<file path="src/rtl/io_channel_unit.sv">
// Peripheral-side responder for the core's 3-bit I/O channel selects: four output
// latches, TX/RX FIFOs, a status/W1C register and a prescaled free-running timer.
module io_channel_unit #(
  parameter int TX_DEPTH  = 4,
  parameter int RX_DEPTH  = 4,
  parameter int TIMER_DIV = 16
) (
  input  logic        clock,
  input  logic        reset,
  input  logic [2:0]  IO_read_sel,
  input  logic        IO_read_en,
  output logic [14:0] IO_read_data,
  input  logic [2:0]  IO_write_sel,
  input  logic [14:0] IO_write_data,
  input  logic        IO_write_en,
  output logic [59:0] out_ch,
  output logic [14:0] tx_data,
  output logic        tx_valid,
  input  logic        tx_ready,
  input  logic [14:0] rx_data,
  input  logic        rx_valid,
  output logic        rx_ready,
  output logic        timer_irq
);

  localparam int TPW = $clog2(TX_DEPTH);
  localparam int TCW = TPW + 1;
  localparam int RPW = $clog2(RX_DEPTH);
  localparam int RCW = RPW + 1;
  localparam int PSW = (TIMER_DIV > 1) ? $clog2(TIMER_DIV) : 1;
  localparam logic [PSW-1:0] PRESC_LAST = PSW'(TIMER_DIV - 1);

  logic [14:0]    r_outCh [4];
  logic [14:0]    r_txMem [TX_DEPTH];
  logic [TPW-1:0] r_txWr, r_txRd;
  logic [TCW-1:0] r_txCount;
  logic           r_txOvf;
  logic [14:0]    r_rxMem [RX_DEPTH];
  logic [RPW-1:0] r_rxWr, r_rxRd;
  logic [RCW-1:0] r_rxCount;
  logic [14:0]    r_timer;
  logic [PSW-1:0] r_presc;
  logic           r_timerIrq;

  logic       w_txWrite, w_txFull, w_txPop, w_txPush, w_txOvfSet;
  logic       w_rxFlush, w_rxEmpty, w_rxPush, w_rxPop;
  logic       w_statWr, w_timerWr, w_tick, w_timerOvf;
  logic [2:0] w_txCountSat;

  assign w_txWrite  = IO_write_en && (IO_write_sel == 3'd4);
  assign w_txFull   = (r_txCount == TCW'(TX_DEPTH));
  assign w_txPop    = tx_valid && tx_ready;
  // A full FIFO still accepts a push when the head leaves in the same cycle.
  assign w_txPush   = w_txWrite && (!w_txFull || w_txPop);
  assign w_txOvfSet = w_txWrite && w_txFull && !w_txPop;

  assign w_rxFlush  = IO_write_en && (IO_write_sel == 3'd5);
  assign w_rxEmpty  = (r_rxCount == '0);
  assign w_rxPush   = rx_valid && rx_ready && !w_rxFlush;
  assign w_rxPop    = IO_read_en && (IO_read_sel == 3'd5) && !w_rxEmpty && !w_rxFlush;

  assign w_statWr   = IO_write_en && (IO_write_sel == 3'd6);
  assign w_timerWr  = IO_write_en && (IO_write_sel == 3'd7);
  assign w_tick     = (r_presc == PRESC_LAST);
  assign w_timerOvf = w_tick && !w_timerWr && (r_timer == 15'h7fff);

  assign tx_valid  = (r_txCount != '0);
  assign tx_data   = r_txMem[r_txRd];
  assign rx_ready  = (r_rxCount != RCW'(RX_DEPTH));
  assign timer_irq = r_timerIrq;

  for (genvar g = 0; g < 4; g++) begin : g_outCh
    assign out_ch[15*g +: 15] = r_outCh[g];
  end

  if (TCW > 3) begin : g_satWide
    assign w_txCountSat = (|r_txCount[TCW-1:3]) ? 3'd7 : r_txCount[2:0];
  end else begin : g_satNarrow
    assign w_txCountSat = 3'(r_txCount);
  end

  always_ff @(posedge clock or posedge reset) begin
    if (reset) begin
      for (int i = 0; i < 4; i++) r_outCh[i] <= '0;
    end else if (IO_write_en && !IO_write_sel[2]) begin
      r_outCh[IO_write_sel[1:0]] <= IO_write_data;
    end
  end

  always_ff @(posedge clock or posedge reset) begin
    if (reset) begin
      for (int i = 0; i < TX_DEPTH; i++) r_txMem[i] <= '0;
      r_txWr    <= '0;
      r_txRd    <= '0;
      r_txCount <= '0;
    end else begin
      if (w_txPush) begin
        r_txMem[r_txWr] <= IO_write_data;
        r_txWr          <= r_txWr + TPW'(1);
      end
      if (w_txPop) r_txRd <= r_txRd + TPW'(1);
      case ({w_txPush, w_txPop})
        2'b10:   r_txCount <= r_txCount + TCW'(1);
        2'b01:   r_txCount <= r_txCount - TCW'(1);
        default: r_txCount <= r_txCount;
      endcase
    end
  end

  // Sticky flags: a new set event in the same cycle beats the W1C.
  always_ff @(posedge clock or posedge reset) begin
    if (reset) begin
      r_txOvf    <= 1'b0;
      r_timerIrq <= 1'b0;
    end else begin
      if (w_txOvfSet)                        r_txOvf <= 1'b1;
      else if (w_statWr && IO_write_data[2]) r_txOvf <= 1'b0;
      if (w_timerOvf)                        r_timerIrq <= 1'b1;
      else if (w_statWr && IO_write_data[3]) r_timerIrq <= 1'b0;
    end
  end

  always_ff @(posedge clock or posedge reset) begin
    if (reset) begin
      for (int i = 0; i < RX_DEPTH; i++) r_rxMem[i] <= '0;
      r_rxWr    <= '0;
      r_rxRd    <= '0;
      r_rxCount <= '0;
    end else if (w_rxFlush) begin
      r_rxWr    <= '0;
      r_rxRd    <= '0;
      r_rxCount <= '0;
    end else begin
      if (w_rxPush) begin
        r_rxMem[r_rxWr] <= rx_data;
        r_rxWr          <= r_rxWr + RPW'(1);
      end
      if (w_rxPop) r_rxRd <= r_rxRd + RPW'(1);
      case ({w_rxPush, w_rxPop})
        2'b10:   r_rxCount <= r_rxCount + RCW'(1);
        2'b01:   r_rxCount <= r_rxCount - RCW'(1);
        default: r_rxCount <= r_rxCount;
      endcase
    end
  end

  always_ff @(posedge clock or posedge reset) begin
    if (reset) begin
      r_timer <= '0;
      r_presc <= '0;
    end else if (w_timerWr) begin
      r_timer <= IO_write_data;
      r_presc <= '0;
    end else if (w_tick) begin
      r_timer <= r_timer + 15'd1;
      r_presc <= '0;
    end else begin
      r_presc <= r_presc + PSW'(1);
    end
  end

  always_comb begin
    IO_read_data = '0;
    case (IO_read_sel)
      3'd0, 3'd1, 3'd2, 3'd3: IO_read_data = r_outCh[IO_read_sel[1:0]];
      3'd4:    IO_read_data = {12'b0, w_txCountSat};
      3'd5:    IO_read_data = w_rxEmpty ? 15'd0 : r_rxMem[r_rxRd];
      3'd6:    IO_read_data = {11'b0, r_timerIrq, r_txOvf, w_txFull, !w_rxEmpty};
      3'd7:    IO_read_data = r_timer;
      default: IO_read_data = '0;
    endcase
  end

endmodule

</file>
<file path="config.mk">
export PLATFORM = sky130hd
export DESIGN_NAME = io_channel_unit
export DESIGN_NICKNAME = d
export VERILOG_FILES = /design/src/rtl/io_channel_unit.sv
export SDC_FILE = /design/constraint.sdc
export NUM_CORES = 1
export LEC_CHECK = 0
export CAP_MARGIN = 0
export CORE_MARGIN = 2
export CORE_UTILIZATION = 55
export DETAILED_ROUTE_END_ITERATION = 10
export PLACE_DENSITY = 0.86
export SKIP_LAST_GASP = 1
export SLEW_MARGIN = 5
export SYNTH_ARGS = -nofsm -noshare
export SYNTH_HDL_FRONTEND = slang
export SYNTH_SLANG_ARGS = --single-unit
export TNS_END_PERCENT = 5
</file>
<file path="constraint.sdc">
create_clock -name clock -period 10.31 [get_ports clock]
set_input_delay 2.062 -clock clock [delete_from_list [all_inputs] [get_ports clock]]
set_output_delay 2.062 -clock clock [all_outputs]
set_load 0.005 [all_outputs]
</file>
==> run metrics <==
DRT Pass-1 Iters 5; largest net degree at the start of global routing 134; Critical Path End Type output port; max frequency 0.149 GHz; number of max-cap violations 0; H-tree depth 1; Mapped Area 0.0103 mm^2; post-cts resize count 0; hold buffer count at CTS 0; ANT nets after route 0; DP HPWL 16.2 mm; port bufs 134; Syn. warnings 0; Max Root-Sink Buffers 3; Final GP Congestion 0.878; Pwr Density 269 mW/mm^2; CTS tree built; startpoint types input port; syn_area_per_cell 13.9 um^2; setup ws final 3600 ps; Synth cell types 54; Post-CTS Setup Bufs 0; flop and latch count out of synthesis 215; Die Wd 141 um; global-route wire length before repair 38.5 mm; final WL 24.3 mm; Net count, final 908; vias 6778; commonest non-fill, non-tap cell in the layout dfrtp_1; number of hold violations in the final report 0; GR Overflow Total 0; drt wl/cell 22.1 um; Worst EP required 8250 ps; Worst EP arrival 4650 ps; number of global-route vias before repair 6891; Final Slew Violations 0; Syn-to-layout area delta 21.4%; Worst-Margin Slew 1240 ps; IO Pins 135; Vias/cell 6.17; Die Area 0.0198 mm^2; total global-route track usage 0.247; placement-stage worst setup slack 3700 ps; total CTS buffers 23; most frequent cells in the layout dfrtp_1, mux2_2, clkdlybuf4s50_1; sequential share of the synthesized area 0.524; DRT iter0 DRCs 570; crit path max fanout 24; antenna violations before repair 0; Syn Nets 792; Critical Path Source IO_read_sel[0]; Rel. slew slack 0.172; core area 0.0181 mm^2; VDD IR max 0.158 mV; LEAKAGE 5.20 nW; RSZ-0062 raised after global routing false; total negative setup slack 0 ps; FFs w/ async S/R, synth 1.00; Worst-path clk slew 60 ps; Die H 141 um; Post-Synthesis Cells 738; reg-to-reg startpoint r_rxCount[0]$_DFFE_PP0P_; Root Buffer clkbuf_16; Top FF cell, synth dfrtp_1; layout cells sized above 1 0.325; outcome finished, final reports clean; Final period util 0.651; worst hold slack 466 ps; initial core utilization 0.565; # diodes 0; clock skew 13.1 ps; clk_lat worst skew 510 ps; CTS sink count 215; Final setup viols 0; EDFF count, synth 0; standard-cell rows 49; Tmin final 6710 ps; worst min path class register to register; worst hold start r_presc[0]$_DFF_PP0_; Worst Setup Path Type input port to output port; drt drc 0
[cell families after synthesis]
kind of cell,synth area share
compound gates,0.0415
xor+xnor,0.0188
fa+ha+maj,0.0161
buf+inv,0.0268
flops,0.524
mux,0.300
simple gates,0.0721
[report_power, final]
part,switching [W],internal (W)
clock network,0.000330,0.000454
logic,0.000397,0.000715
registers,0.000287,0.00117
[synthesized netlist by cell type, types with 3 or more instances]
master,n,area [um^2]
buf_2,19,95.1
xnor2_1,16,140
a31oi_1,3,18.8
or3_1,4,25.0
ha_1,10,125
xor2_1,6,52.6
nand2_2,4,25.0
a21oi_1,20,100
nand4b_1,3,26.3
nand3_1,16,80.1
nor2_1,30,113
nand4_1,5,31.3
clkbuf_1,21,78.8
mux4_2,45,1010
nor4_1,5,31.3
inv_1,12,45.0
nor2b_1,3,18.8
buf_6,4,45.0
dfrtp_1,215,5380
nand2_1,36,135
mux2_2,182,2050
o21ai_0,18,90.1
a32oi_1,13,114
buf_1,3,11.3
and3b_1,3,26.3
nor3_1,4,20.0
[state kept, by name (all words and copies together) (netlist names)]
name and count:
r_presc 4, r_rxRd 2, r_txOvf 1, r_txMem 60, r_rxWr 2, r_rxMem 60, r_txCount 3, r_txWr 2
out_ch 60, r_timer 15, timer_irq 1, r_txRd 2, r_rxCount 3
[area by class of cell]
class | count | area [um^2]
sequential | 215 | 5380
clock buffer | 32 | 669
timing repair buffer | 138 | 1370
fill | 1210 | 5690
clock inverter | 9 | 55.1
tap | 229 | 287
inverter | 12 | 52.6
multi-input combinational | 464 | 4640
[path summary, 6_finish.rpt]
check,to,slack [ps],cells past startpoint
hold / removal,r_presc[0]$_DFF_PP0_,470,1
hold reg to reg,r_presc[0]$_DFF_PP0_,470,1
setup reg to reg,r_rxCount[2]$_DFFE_PP0P_,7620,6
min in group asynchronous,out_ch[2]$_DFFE_PP0P_,2130,2
setup / recovery,IO_read_data[4],3600,6
max in group asynchronous,r_rxMem[53]$_DFFE_PP0P_,6620,3
[worst max-delay path, stage by stage]
cell,delay (ps)
clkdlybuf4s50_1,470
buf_4,370
and2_0,720
a32oi_1,140
a21oi_1,310
clkdlybuf4s50_1,560
[routing by layer]
metal  share of wire  global-route usage  vias to the layer above
li1                -                   -                     2980
met1            0.45               0.366                     3536
met2            0.48               0.389                      232
met3           0.056              0.0428                       30
met4           0.017              0.0616                        0
met5               0                   0                        -
[metrics by stage]
| step | total power [W] | area (um^2) | instances | util |
|---|---|---|---|---|
| floorplan | 0.00210 | 10300 | 738 | - |
| global placement | 0.00252 | 11700 | 1058 | 0.647 |
| detailed placement | 0.00257 | 11700 | 1058 | 0.647 |
| CTS | 0.00336 | 12500 | 1099 | 0.687 |
| global route | 0.00352 | 12500 | 1099 | 0.687 |
| finish | 0.00335 | 12500 | 1099 | 0.687 |
(Power assumes the default switching activity.)
